## src/rtl/valid_gen_pkg.sv

```systemverilog
// Shared definitions for the valid_gen pulse generator: FSM state encoding
// and the default period constants for each i_sel setting.
package valid_gen_pkg;

    typedef enum logic {
        IDLE = 1'b0,
        RUN  = 1'b1
    } state_t;

    // Default periods in clocks, one per i_sel value.
    localparam longint unsigned DEF_LIMIT_0 = 64'd1 << 23;
    localparam longint unsigned DEF_LIMIT_1 = 64'd1 << 24;
    localparam longint unsigned DEF_LIMIT_2 = 64'd1 << 25;
    localparam longint unsigned DEF_LIMIT_3 = 64'd1 << 26;

endpackage

```

## src/rtl/sync2.sv

```systemverilog
// Two-flop synchronizer for slow asynchronous switch inputs. Each bit is
// synchronized independently; the bus is assumed to change slowly enough
// that a one-cycle skew between bits is harmless.
module sync2 #(
    parameter int WIDTH = 1
) (
    input  logic             clock,
    input  logic             i_reset,
    input  logic [WIDTH-1:0] i_d,
    output logic [WIDTH-1:0] o_q
);

    logic [WIDTH-1:0] meta_reg;
    logic [WIDTH-1:0] sync_reg;

    // Shift the raw input through two stages to resolve metastability.
    always_ff @(posedge clock or posedge i_reset) begin
        if (i_reset) begin
            meta_reg <= '0;
            sync_reg <= '0;
        end else begin
            meta_reg <= i_d;
            sync_reg <= meta_reg;
        end
    end

    assign o_q = sync_reg;

endmodule

```

## src/rtl/valid_gen.sv

```systemverilog
// Periodic single-cycle valid pulse generator. While enabled, emits o_valid
// once every LIMIT_<sel> clocks and counts the pulses; a change of period
// selection restarts the current period.
module valid_gen
    import valid_gen_pkg::*;
#(
    parameter int              NB_COUNTER = 32,
    parameter longint unsigned LIMIT_0    = DEF_LIMIT_0,
    parameter longint unsigned LIMIT_1    = DEF_LIMIT_1,
    parameter longint unsigned LIMIT_2    = DEF_LIMIT_2,
    parameter longint unsigned LIMIT_3    = DEF_LIMIT_3,
    parameter int              NB_PULSES  = 8
) (
    input  logic                 clock,
    input  logic                 i_reset,
    input  logic                 i_enable,
    input  logic [1:0]           i_sel,
    output logic                 o_valid,
    output logic [NB_PULSES-1:0] o_pulse_cnt,
    output logic                 o_running
);

    // Terminal counter value for each period; LIMIT of 2**NB_COUNTER wraps
    // correctly to all-ones here.
    localparam logic [NB_COUNTER-1:0] LAST_0 = NB_COUNTER'(LIMIT_0 - 64'd1);
    localparam logic [NB_COUNTER-1:0] LAST_1 = NB_COUNTER'(LIMIT_1 - 64'd1);
    localparam logic [NB_COUNTER-1:0] LAST_2 = NB_COUNTER'(LIMIT_2 - 64'd1);
    localparam logic [NB_COUNTER-1:0] LAST_3 = NB_COUNTER'(LIMIT_3 - 64'd1);

    logic [2:0]            sync_out;
    logic                  en_s;
    logic [1:0]            sel_s;
    logic [1:0]            sel_prev_reg;
    logic [NB_COUNTER-1:0] last_sel;

    state_t                state_reg;
    logic [NB_COUNTER-1:0] counter_reg;
    logic                  valid_reg;
    logic [NB_PULSES-1:0]  pulse_cnt_reg;
    logic                  running_reg;

    sync2 #(
        .WIDTH (3)
    ) u_sync (
        .clock   (clock),
        .i_reset (i_reset),
        .i_d     ({i_enable, i_sel}),
        .o_q     (sync_out)
    );

    assign en_s  = sync_out[2];
    assign sel_s = sync_out[1:0];

    // Pick the terminal count for the currently selected period.
    always_comb begin
        case (sel_s)
            2'd0:    last_sel = LAST_0;
            2'd1:    last_sel = LAST_1;
            2'd2:    last_sel = LAST_2;
            default: last_sel = LAST_3;
        endcase
    end

    // Remember last cycle's selection so a period change can be detected.
    always_ff @(posedge clock or posedge i_reset) begin
        if (i_reset) begin
            sel_prev_reg <= 2'd0;
        end else begin
            sel_prev_reg <= sel_s;
        end
    end

    // Main FSM: period counting, pulse emission and pulse counting.
    always_ff @(posedge clock or posedge i_reset) begin
        if (i_reset) begin
            state_reg     <= IDLE;
            counter_reg   <= '0;
            valid_reg     <= 1'b0;
            pulse_cnt_reg <= '0;
            running_reg   <= 1'b0;
        end else begin
            case (state_reg)
                IDLE: begin
                    counter_reg   <= '0;
                    valid_reg     <= 1'b0;
                    pulse_cnt_reg <= '0;
                    if (en_s) begin
                        state_reg   <= RUN;
                        running_reg <= 1'b1;
                    end else begin
                        running_reg <= 1'b0;
                    end
                end
                RUN: begin
                    if (!en_s) begin
                        // Disable wins even on the terminal count: no pulse.
                        state_reg     <= IDLE;
                        counter_reg   <= '0;
                        valid_reg     <= 1'b0;
                        pulse_cnt_reg <= '0;
                        running_reg   <= 1'b0;
                    end else if (sel_s != sel_prev_reg) begin
                        // New period selected: drop the partial period.
                        counter_reg <= '0;
                        valid_reg   <= 1'b0;
                    end else if (counter_reg == last_sel) begin
                        counter_reg   <= '0;
                        valid_reg     <= 1'b1;
                        pulse_cnt_reg <= pulse_cnt_reg + NB_PULSES'(1);
                    end else begin
                        counter_reg <= counter_reg + NB_COUNTER'(1);
                        valid_reg   <= 1'b0;
                    end
                end
                default: begin
                    state_reg     <= IDLE;
                    counter_reg   <= '0;
                    valid_reg     <= 1'b0;
                    pulse_cnt_reg <= '0;
                    running_reg   <= 1'b0;
                end
            endcase
        end
    end

    assign o_valid     = valid_reg;
    assign o_pulse_cnt = pulse_cnt_reg;
    assign o_running   = running_reg;

endmodule

```

## config.mk

```make
export PLATFORM = sky130hd
export DESIGN_NAME = valid_gen
export DESIGN_NICKNAME = d
export VERILOG_FILES = /design/src/rtl/valid_gen_pkg.sv /design/src/rtl/sync2.sv /design/src/rtl/valid_gen.sv
export SDC_FILE = /design/constraint.sdc
export NUM_CORES = 1
export LEC_CHECK = 0
export BUFFER_PORTS_ARGS = -buffer_cell sky130_fd_sc_hd__buf_2
export CORE_MARGIN = 2
export CORE_UTILIZATION = 54
export DETAILED_ROUTE_END_ITERATION = 10
export PLACE_DENSITY = 0.75
export SETUP_SLACK_MARGIN = 0.05
export SLEW_MARGIN = 40
export SYNTH_ARGS = -nofsm -noshare
export SYNTH_HDL_FRONTEND = slang
export SYNTH_SLANG_ARGS = --single-unit
```

## constraint.sdc

```tcl
create_clock -name clock -period 2 [get_ports clock]
set_clock_uncertainty 0.2 [all_clocks]
set_input_delay 0.1 -clock clock [delete_from_list [all_inputs] [get_ports clock]]
set_output_delay 0.1 -clock clock [all_outputs]
set_load 0.02 [all_outputs]
```

==> results of run 1 <==
-- cell families after synthesis --
| group | after synthesis | share of synthesized area [%] |
|---|---|---|
| compound gates | 31 | 9.160 |
| xor+xnor | 26 | 9.262 |
| fa+ha+maj | 2 | 1.018 |
| buf+inv | 17 | 3.104 |
| flops | 51 | 51.91 |
| simple gates | 118 | 25.55 |
-- timing repair --
| item | in CTS | in global routing |
|---|---|---|
| hold endpoints to repair | 27 | 0 |
| pin swaps | 12 | 20 |
| hold buffers | 4 | 0 |
| resized for setup | 27 | 38 |
| setup buffers | 6 | 6 |
| gates cloned | 3 | 1 |
| setup endpoints to repair | 38 | 39 |
-- worst register-to-register path: stages, from the launching register on --
cell and delay (ns):
dfrtp_1 0.38, nand4_1 0.24, buf_4 0.23, nor3_4 0.13, buf_4 0.14, buf_6 0.10, buf_4 0.10, nand2_2 0.05
or4_4 0.48, a21oi_2 0.18
-- layout by cell type, fill, tap and decap left out, drive strengths merged, types with 2 or more instances in the layout --
cell type and instances:
o31ai 6, a21oi 12, nor4 2, buf 91
or4 10, clkbuf 6, dlygate4sd3 4, xnor2 12
nor2 35, nand2 21, nand3 18, a31oi 3
nor3 8, o21ai 3, or2 2, ha 2
dfrtp 51, inv 9, o2111ai 2, and4 2
or3 7, nand4 11, xor2 14
-- layout make-up --
type / instances / area (µm²) / share of cell area, %
Clock buffer: 6 / 72.57 / 1.988
Clock inverter: 1 / 30.03 / 0.8225
Inverter: 9 / 33.78 / 0.9253
Multi-Input combinational cell: 178 / 1374 / 37.63
Sequential cell: 51 / 1276 / 34.96
Tap cell: 52 / 65.06 / 1.782
Timing Repair Buffer: 95 / 799.5 / 21.90
-- synthesized netlist by cell type, types with 2 or more instances --
| master | number |
|---|---|
| buf_2 | 3 |
| dfrtp_1 | 51 |
| nor3_2 | 2 |
| a31oi_1 | 3 |
| nand4_1 | 10 |
| nor4_1 | 2 |
| inv_1 | 9 |
| nor2_1 | 35 |
| clkbuf_1 | 2 |
| xnor2_1 | 12 |
| xor2_1 | 14 |
| nor3_1 | 5 |
| ha_1 | 2 |
| a21oi_1 | 12 |
| and4_1 | 2 |
| o21ai_0 | 3 |
| nand3_1 | 18 |
| nand2_1 | 21 |
| or3_1 | 7 |
| or4_1 | 10 |
| o31ai_1 | 6 |
-- metrics by stage --
step / utilization (%) / total power [mW]
after floorplan: - / 1.107
after global routing: 83.28 / 1.929
after global placement: 70.41 / 1.141
final: 83.28 / 1.878
after detailed placement: 70.41 / 1.143
after CTS: 78.54 / 1.863
-- power breakdown --
| part | total (mW) | switching [mW] | internal [mW] |
|---|---|---|---|
| Combinational | 0.112 | 0.0640 | 0.0478 |
| Clock | 0.718 | 0.350 | 0.368 |
| Sequential | 1.05 | 0.00698 | 1.04 |
| Total | 1.88 | 0.421 | 1.46 |
-- how the worst max path moves through the flow --
stage / from / to / slack [ns] / cells after the start
after global routing: counter_reg[23] / o_pulse_cnt[6] / -0.38 / 6
after global placement: counter_reg[23] / o_pulse_cnt[6] / -0.19 / 5
after detailed placement: counter_reg[23] / o_pulse_cnt[4] / -0.23 / 5
after floorplan: counter_reg[23] / o_pulse_cnt[6] / -0.16 / 6
final: counter_reg[10] / counter_reg[26] / -0.32 / 9
after CTS: counter_reg[23] / o_pulse_cnt[4] / -0.22 / 5
-- metal layers --
metal / part of all wire [%] / track usage [%] / up-vias
li1: - / - / 1067
met5: 0 / 0 / -
met2: 51 / 43.42 / 132
met1: 38 / 31.78 / 1176
met4: 5.7 / 11.95 / 0
met3: 5.8 / 4.641 / 43
==> impl_metrics.ini, run 1 <==
[cts]
clock-sinks = 51
clkTransAtPathRegs_ns = 0.10
clock_latency_ns = 0.31
cts-root-buf = clkbuf_8
clockBufferDepth = 2
cts_made_buffers = 5
h-tree-depth = 2
tritoncts = yes

[global_routing]
grt_pass1_wl_um = 10220
antenna_found_initial = 0
track_usage_pct = 25.60
grt_pass1_vias = 2239
grt_max_degree = 28
overflow = 0

[logic_synthesis]
synthTopCellsByArea = dfrtp_1 (52%), nor2_1 (5.3%), xor2_1 (5.0%)
synth_top_area_share_pct = 51.91
synth_area_um2 = 2459
synth_area_leader_cell = dfrtp_1
synthCells = 245
ys_ff_latch = 51
yosysSeqAreaShare_pct = 51.91
async_flop_share_pct = 100.0
avgSynthCellArea_um2 = 10.04
synth_fp_nets = 252
ys_types = 37
yosysWarnings = 0
synth_ff_type = dfrtp_1
synth_edf_count = 0

[sta]
slew_headroom_pct = 62.76
fmax_mhz = 431.4
drv_slew = 0
setup_ws_ns = -0.3183
fin_setup_tns_ns = -8.485
min_period_ns = 2.318
hold_slack_ns = 0.1526
fin_crit_sh_pct = 115.9
final-hold-violation-count = 0
setup_viol_count_final = 37
tightestPinTransition_ns = 0.5577
grt_setup_unrepaired = yes

[run]
maxCapViolCount = 0

[placement]
placed_cells = 365
placed_cell_area_um2 = 3087
post-place-ws_ns = -0.2344
dp_hpwl_um = 3827
gp_congestion = 0.8404
portBuffers = 14

[routing]
via_count = 2418
drt_iter0_markers = 246
vias_per_cell = 6.168
dr.pass1.iters = 5
ant_nets = 0
avgRoutedWirePerCell_um = 19.40
drc = 0
routed_wl_um = 7605

[floorplanning]
initial_core_util_pct = 56.08
core-area_um2 = 4384
dieWidth_um = 71.48
fp.dieH_um = 71.48
ios = 15
die_area_um2 = 5109
num_rows = 24

[critical_path]
worst-path-buf-inv = 4
critPathTopFamily = simple AND/OR/NAND/NOR gates
crit_fanout = 4
arrival_ns = 2.36
rrSetupSlack_ns = -0.32
crit_type = flip-flop to flip-flop
rr_startpoint = counter_reg[10]
reg2reg_to = counter_reg[26]
cp.required_ns = 2.04
cp-end-kind = flip-flop
critPathMostFrequentCell = buf_4
cp_slowest_stage_delay_ns = 0.48
crit_path_start_kind = flip-flop
cp_cell_sequence = nand4_1 > buf_4 > nor3_4 > buf_4 > buf_6 > buf_4 > nand2_2 > or4_4 > a21oi_2
r2r_cells = 9
critPathSlowestCell = or4_4

[final_layout]
fin_cells = 392
largest_register_ffs = 32
n_fill_cell = 232
area_delta_synth_final_pct = 48.50
drive_above_1_share_pct = 44.41
fin_nets = 347
diodes = 0
final_area_um2 = 3651

[power]
p_leak_nw = 1.524
powerDensity_nw_per_um2 = 514.4
worst_ir_drop_vdd_mv = 0.4898

[hold_path]
min_path_cells = 0
hp-class = flip-flop to flip-flop
min_from = u_sync.meta_reg[2]
worstHoldEndpoint = u_sync.o_q[2]

[status]
violations = negative setup slack
outcome = complete, but fails checks
Note: power is estimated with default switching activity, not from simulation.
==> inputs of run 2 (changes only) <==
--- a/config.mk
+++ b/config.mk
@@ -7,9 +7,8 @@
 export LEC_CHECK = 0
 export BUFFER_PORTS_ARGS = -buffer_cell sky130_fd_sc_hd__buf_2
 export CORE_MARGIN = 2
-export CORE_UTILIZATION = 54
+export CORE_UTILIZATION = 25
 export DETAILED_ROUTE_END_ITERATION = 10
-export PLACE_DENSITY = 0.75
 export SETUP_SLACK_MARGIN = 0.05
 export SLEW_MARGIN = 40
 export SYNTH_ARGS = -nofsm -noshare
==> run 2 against run 1 <==
Effect of this change:
- sequential power barely moved
- largest cell class unchanged
- global-route usage decreased by 14 points
- largest power group unchanged
- highest routed layer unchanged
- setup slack better by 0.098 ns
- the run still ends with negative setup slack left
- non-clock buffer count increased by 9
- critical path depth unchanged
- first-iteration DRC count down 70%
- critical endpoint is now counter_reg[12]
- total power shrank 7.0%
- via count down 7.7%
- combinational power about the same
- final cell count up 23%
- register-to-register slack improved by 0.098 ns
- utilization fell by 43 points
==> impl_metrics.ini, run 2 (synthesis results as in run 1) <==
[critical_path]
cp-end-kind = flip-flop
cp.required_ns = 1.99
arrival_ns = 2.21
crit_end = counter_reg[12]
crit_type = flip-flop to flip-flop
r2r_cells = 9
rrSetupSlack_ns = -0.22
startpoint = u_sync.o_q[0]
crit_fanout = 6
crit_path_start_kind = flip-flop
reg2reg_to = counter_reg[12]
rr_startpoint = u_sync.o_q[0]

[sta]
fin_crit_sh_pct = 111.0
setup_ws_ns = -0.2199
drv_slew = 0
hold_slack_ns = 0.1592
tightestPinTransition_ns = 0.4000
grt_setup_unrepaired = yes
fmax_mhz = 450.5
slew_headroom_pct = 72.99
setup_viol_count_final = 37
final-hold-violation-count = 0
min_period_ns = 2.220

[cts]
clkTransAtPathRegs_ns = 0.09
clock-sinks = 51
cts-root-buf = clkbuf_8
clockBufferDepth = 2
cts_made_buffers = 5
tritoncts = yes
clock_latency_ns = 0.30
h-tree-depth = 2

[global_routing]
overflow = 0
track_usage_pct = 11.92
grt_max_degree = 52
grt_pass1_vias = 2195
grt_pass1_wl_um = 10070
antenna_found_initial = 0

[routing]
drc = 0
drt_iter0_markers = 74
vias_per_cell = 4.623
ant_nets = 0
avgRoutedWirePerCell_um = 12.97
routed_wl_um = 6266
dr.pass1.iters = 4
via_count = 2233

[power]
p_leak_nw = 1.594
worst_ir_drop_vdd_mv = 0.2888
powerDensity_nw_per_um2 = 447.8

[run]
maxCapViolCount = 0

[placement]
portBuffers = 14
placed_cells = 447
dp_hpwl_um = 3871
gp_congestion = 0.7624

[status]
outcome = complete, but fails checks
violations = negative setup slack

[hold_path]
hp-class = flip-flop to flip-flop
min_path_cells = 0

[floorplanning]
fp.dieH_um = 103.2
initial_core_util_pct = 25.51
core-area_um2 = 9639
die_area_um2 = 10640
ios = 15
num_rows = 36
dieWidth_um = 103.2

[final_layout]
largest_register_ffs = 32
n_fill_cell = 974
seqCellArea_um2 = 1279
diodes = 0
final_cell_mix = buf_4 (68), dfrtp_1 (49), nor2_4 (20), nand2_1 (19)
drive_above_1_share_pct = 48.00
area_delta_synth_final_pct = 58.68
fin_cells = 483
layout_commonest_cell = buf_4
multi_input_area_um2 = 1468
fin_nets = 356
==> run 2: changes by cell type in the layout (fill, tap and decap cells not counted), moves of 2 or more <==
cell | previous run | this run
nor2_2 | 8 | 2
nor2_4 | 14 | 20
buf_6 | 7 | 12
buf_4 | 65 | 68
nand3_1 | 17 | 14
a21oi_1 | 9 | 7
a21oi_2 | 3 | 5
buf_16 | 3 | 1
dfrtp_1 | 51 | 49
dfrtp_2 | 0 | 2
nand3_2 | 1 | 3
nor3_2 | 4 | 2
nor3_4 | 2 | 4
==> run 2: per-layer routing <==
metal	up-vias	GRT usage, %	wire length [µm]
li1	1079	-	-
met1	1114	15.26	2790
met2	31	20.33	3178
met3	9	2.554	217
met4	0	3.441	80
met5	-	0	0
==> run 2: metrics by stage <==
stage | setup TNS (ns) | utilization, % | worst slack, ns | power, mW | instance area (µm²)
floorplan | -3.067 | - | -0.1645 | 1.107 | 2514
global placement | -4.126 | 33.15 | -0.2085 | 1.142 | 3196
detailed placement | -4.906 | 33.15 | -0.3104 | 1.142 | 3196
CTS | -3.429 | 36.94 | -0.1987 | 1.761 | 3561
global route | -8.903 | 40.47 | -0.3207 | 1.833 | 3901
finish | -5.672 | 40.47 | -0.2199 | 1.747 | 3901
==> run 2: repair_timing <==
action | in CTS | in global routing
setup buffers | 9 | 13
setup endpoints to repair | 37 | 40
hold endpoints to repair | 54 | 0
cloned | 3 | 1
resized for setup | 27 | 59
hold buffers | 4 | 0
pin swaps | 14 | 25
==> run 2: where the power goes <==
| group | total, mW | switching [mW] | internal (mW) |
|---|---|---|---|
| Clock | 0.583 | 0.336 | 0.247 |
| Combinational | 0.114 | 0.0652 | 0.0492 |
| Sequential | 1.05 | 0.00830 | 1.04 |
==> run 2: how the worst min path moves through the flow <==
stage | startpoint | slack (ns) | end
after floorplan | i_sel[0] | -0.07 | u_sync.meta_reg[0]
after global placement | i_reset | -0.03 | counter_reg[4]
after detailed placement | i_reset | -0.03 | counter_reg[1]
after CTS | u_sync.meta_reg[2] | 0.16 | u_sync.o_q[2]
after global routing | u_sync.meta_reg[2] | 0.17 | u_sync.o_q[2]
final | u_sync.meta_reg[2] | 0.16 | u_sync.o_q[2]
==> run 2: critical path: stages, from the launching register on <==
cell and delay, ns:
dfrtp_1 0.42, or2_4 0.25, a2111oi_4 0.27, buf_4 0.19, o2111a_2 0.22, buf_6 0.11, a21o_4 0.15, buf_6 0.13
buf_12 0.15, nor2_4 0.03
==> run 2: layout make-up <==
| type | instances | share of cell area (%) |
|---|---|---|
| tap | 133 | 4.266 |
| clock buffer | 7 | 1.956 |
| clock inverter | 1 | 0.1283 |
| timing repair buffer | 104 | 22.39 |
| multi-input combinational | 178 | 37.62 |
| sequential | 51 | 32.78 |
| inverter | 9 | 0.8659 |
==> inputs of run 3 (changes only) <==
--- a/config.mk
+++ b/config.mk
@@ -9,6 +9,7 @@
 export CORE_MARGIN = 2
 export CORE_UTILIZATION = 25
 export DETAILED_ROUTE_END_ITERATION = 10
+export GPL_TIMING_DRIVEN = 0
 export SETUP_SLACK_MARGIN = 0.05
 export SLEW_MARGIN = 40
 export SYNTH_ARGS = -nofsm -noshare
==> run 3 against run 2 <==
Effect of this change:
- the flow still finishes with violations (negative setup slack)
- total power shrank 2.0%
- clock power shrank 2%
- fmax shrank 1.6%
- via count shrank 8.3%
- count of clock-buffer cells in the layout is the same
- utilization shrank 4.9 points
- final cell count shrank 10%
- routed wire length shrank 6.9%
- die area is the same
- cell area shrank 12%
- critical path type unchanged
- critical endpoint is now o_pulse_cnt[2]
==> impl_metrics.ini, run 3 (synthesis results as in run 1) <==
[floorplanning]
core-area_um2 = 9639
die_area_um2 = 10640
num_rows = 36
fp.dieH_um = 103.2
ios = 15
dieWidth_um = 103.2
initial_core_util_pct = 25.51

[power]
p_leak_nw = 1.351
power_switching_uw = 389.5
p_int_mw = 1.323
comb_power_share_pct = 5.3
switching_share_pct = 22.74
seqPwrFrac_pct = 61.4
p_clk_share_pct = 33.3
p_total_mw = 1.713
powerDensity_nw_per_um2 = 500.1
worst_ir_drop_vdd_mv = 0.2578

[placement]
dp_hpwl_um = 3576
post-place-ws_ns = -0.4567
placed_cells = 393
portBuffers = 14
gp_congestion = 0.7689

[run]
maxCapViolCount = 0

[routing]
ant_nets = 0
dr.pass1.iters = 4
drc = 0
avgRoutedWirePerCell_um = 13.44
routed_wl_um = 5834
via_count = 2048
vias_per_cell = 4.719
drt_iter0_markers = 49

[sta]
tightestPinTransition_ns = 0.4426
drv_slew = 0
grt_setup_unrepaired = yes
fmax_mhz = 443.3
min_period_ns = 2.256
setup_viol_count_final = 38
setup_ws_ns = -0.2556
fin_crit_sh_pct = 112.8
final-hold-violation-count = 0
slew_headroom_pct = 70.25
hold_slack_ns = 0.1025

[critical_path]
rr_startpoint = counter_reg[23]
rrSetupSlack_ns = -0.26
crit_type = flip-flop to flip-flop
cp.depth = 5
cp_cell_sequence = or2_4 > a2111oi_4 > o2111ai_4 > or4_4 > a21oi_2
worst-path-buf-inv = 0
startpoint = counter_reg[23]
critPathTopFamily = simple AND/OR/NAND/NOR gates
crit_path_start_kind = flip-flop
critPathSlowestCell = or4_4
crit_end = o_pulse_cnt[2]
cp_slowest_stage_delay_ns = 0.54
r2r_cells = 5
crit_fanout = 8
arrival_ns = 2.28
cp.required_ns = 2.03
cp-end-kind = flip-flop
reg2reg_to = o_pulse_cnt[2]

[global_routing]
antenna_found_initial = 0
grt_pass1_vias = 2054
track_usage_pct = 11.59
grt_max_degree = 29
grt_pass1_wl_um = 9708
overflow = 0

[final_layout]
final_cell_mix = dfrtp_1 (44), buf_4 (22), nand2_1 (20), nor2_2 (15), nand3_1 (15)
diodes = 0
drive_above_1_share_pct = 41.53
layout_commonest_cell = dfrtp_1
area_delta_synth_final_pct = 39.29
largest_register_ffs = 32
fin_cells = 434
n_fill_cell = 1002
fin_nets = 307

[cts]
h-tree-depth = 2
cts_made_buffers = 5
cts-root-buf = clkbuf_8
clockBufferDepth = 2
tritoncts = yes
clock-sinks = 51
clkTransAtPathRegs_ns = 0.09
clock_latency_ns = 0.30

[hold_path]
hp-class = input pin to asynchronous set/reset pin

[status]
outcome = complete, but fails checks
violations = negative setup slack
[run 3: cell count changes in the layout (fill, tap and decap cells not counted), sizes merged]
| cell | change |
|---|---|
| buf | -48 |
| o2111ai | -1 |
[run 3: final cells by class]
cell class	count	area [µm²]	share of cell area, %
repair buffers	49	392.9	11.47
clock buffers	7	76.32	2.229
multi-input cells	177	1383	40.37
flip-flops and latches	51	1285	37.52
clock inverters	1	5.005	0.1461
plain buffers	7	80.08	2.338
well taps	133	166.4	4.859
inverters	9	36.28	1.060
[run 3: metal layers]
layer | up-vias | global-route usage, % | part of all wire, %
met2 | 35 | 19.33 | 49
met3 | 7 | 2.419 | 2.9
li1 | 983 | - | -
met1 | 1023 | 15.27 | 47
met4 | 0 | 3.340 | 1.1
met5 | - | 0 | 0
[run 3: metrics by stage]
stage               cell area [µm²]  utilization [%]  setup TNS (ns)
floorplan                      2514                -          -3.067
global placement               2750            28.53          -23.46
detailed placement             2773            28.76          -14.11
CTS                            3164            32.83          -7.534
global route                   3425            35.53          -10.84
finish                         3425            35.53          -7.050
[run 3: repair_timing]
item,in CTS,in global routing
resized for setup,38,55
hold buffers,4,0
buffers inserted,14,13
endpoints found under the setup margin,40,40
endpoints found under the hold margin,54,0
gates cloned,3,0
pin swaps,16,34
[run 3: how the worst min path moves through the flow]
stage / start / end / cells past startpoint
6_report: i_reset / counter_reg[18] / 3
3_3_place_gp: i_enable / u_sync.meta_reg[2] / 1
3_5_place_dp: i_reset / counter_reg[18] / 2
5_1_grt: i_reset / counter_reg[18] / 3
4_1_cts: i_reset / counter_reg[18] / 3
2_1_floorplan: i_sel[0] / u_sync.meta_reg[0] / 0
[run 3: power groups by stage]
stage / Sequential (mW) / Combinational, mW / Clock (mW)
6_report: 1.05 / 0.0910 / 0.571
5_1_grt: 1.05 / 0.101 / 0.651
4_1_cts: 1.05 / 0.0832 / 0.607
3_5_place_dp: 1.07 / 0.0633 / 0
3_3_place_gp: 1.07 / 0.0568 / 0
2_1_floorplan: 1.07 / 0.0367 / 0
[run 3: tightest hold or removal path: cells and delay by family]
| kind | cells | cell delay, ns |
|---|---|---|
| buffers and inverters | 3 | 0.90 |
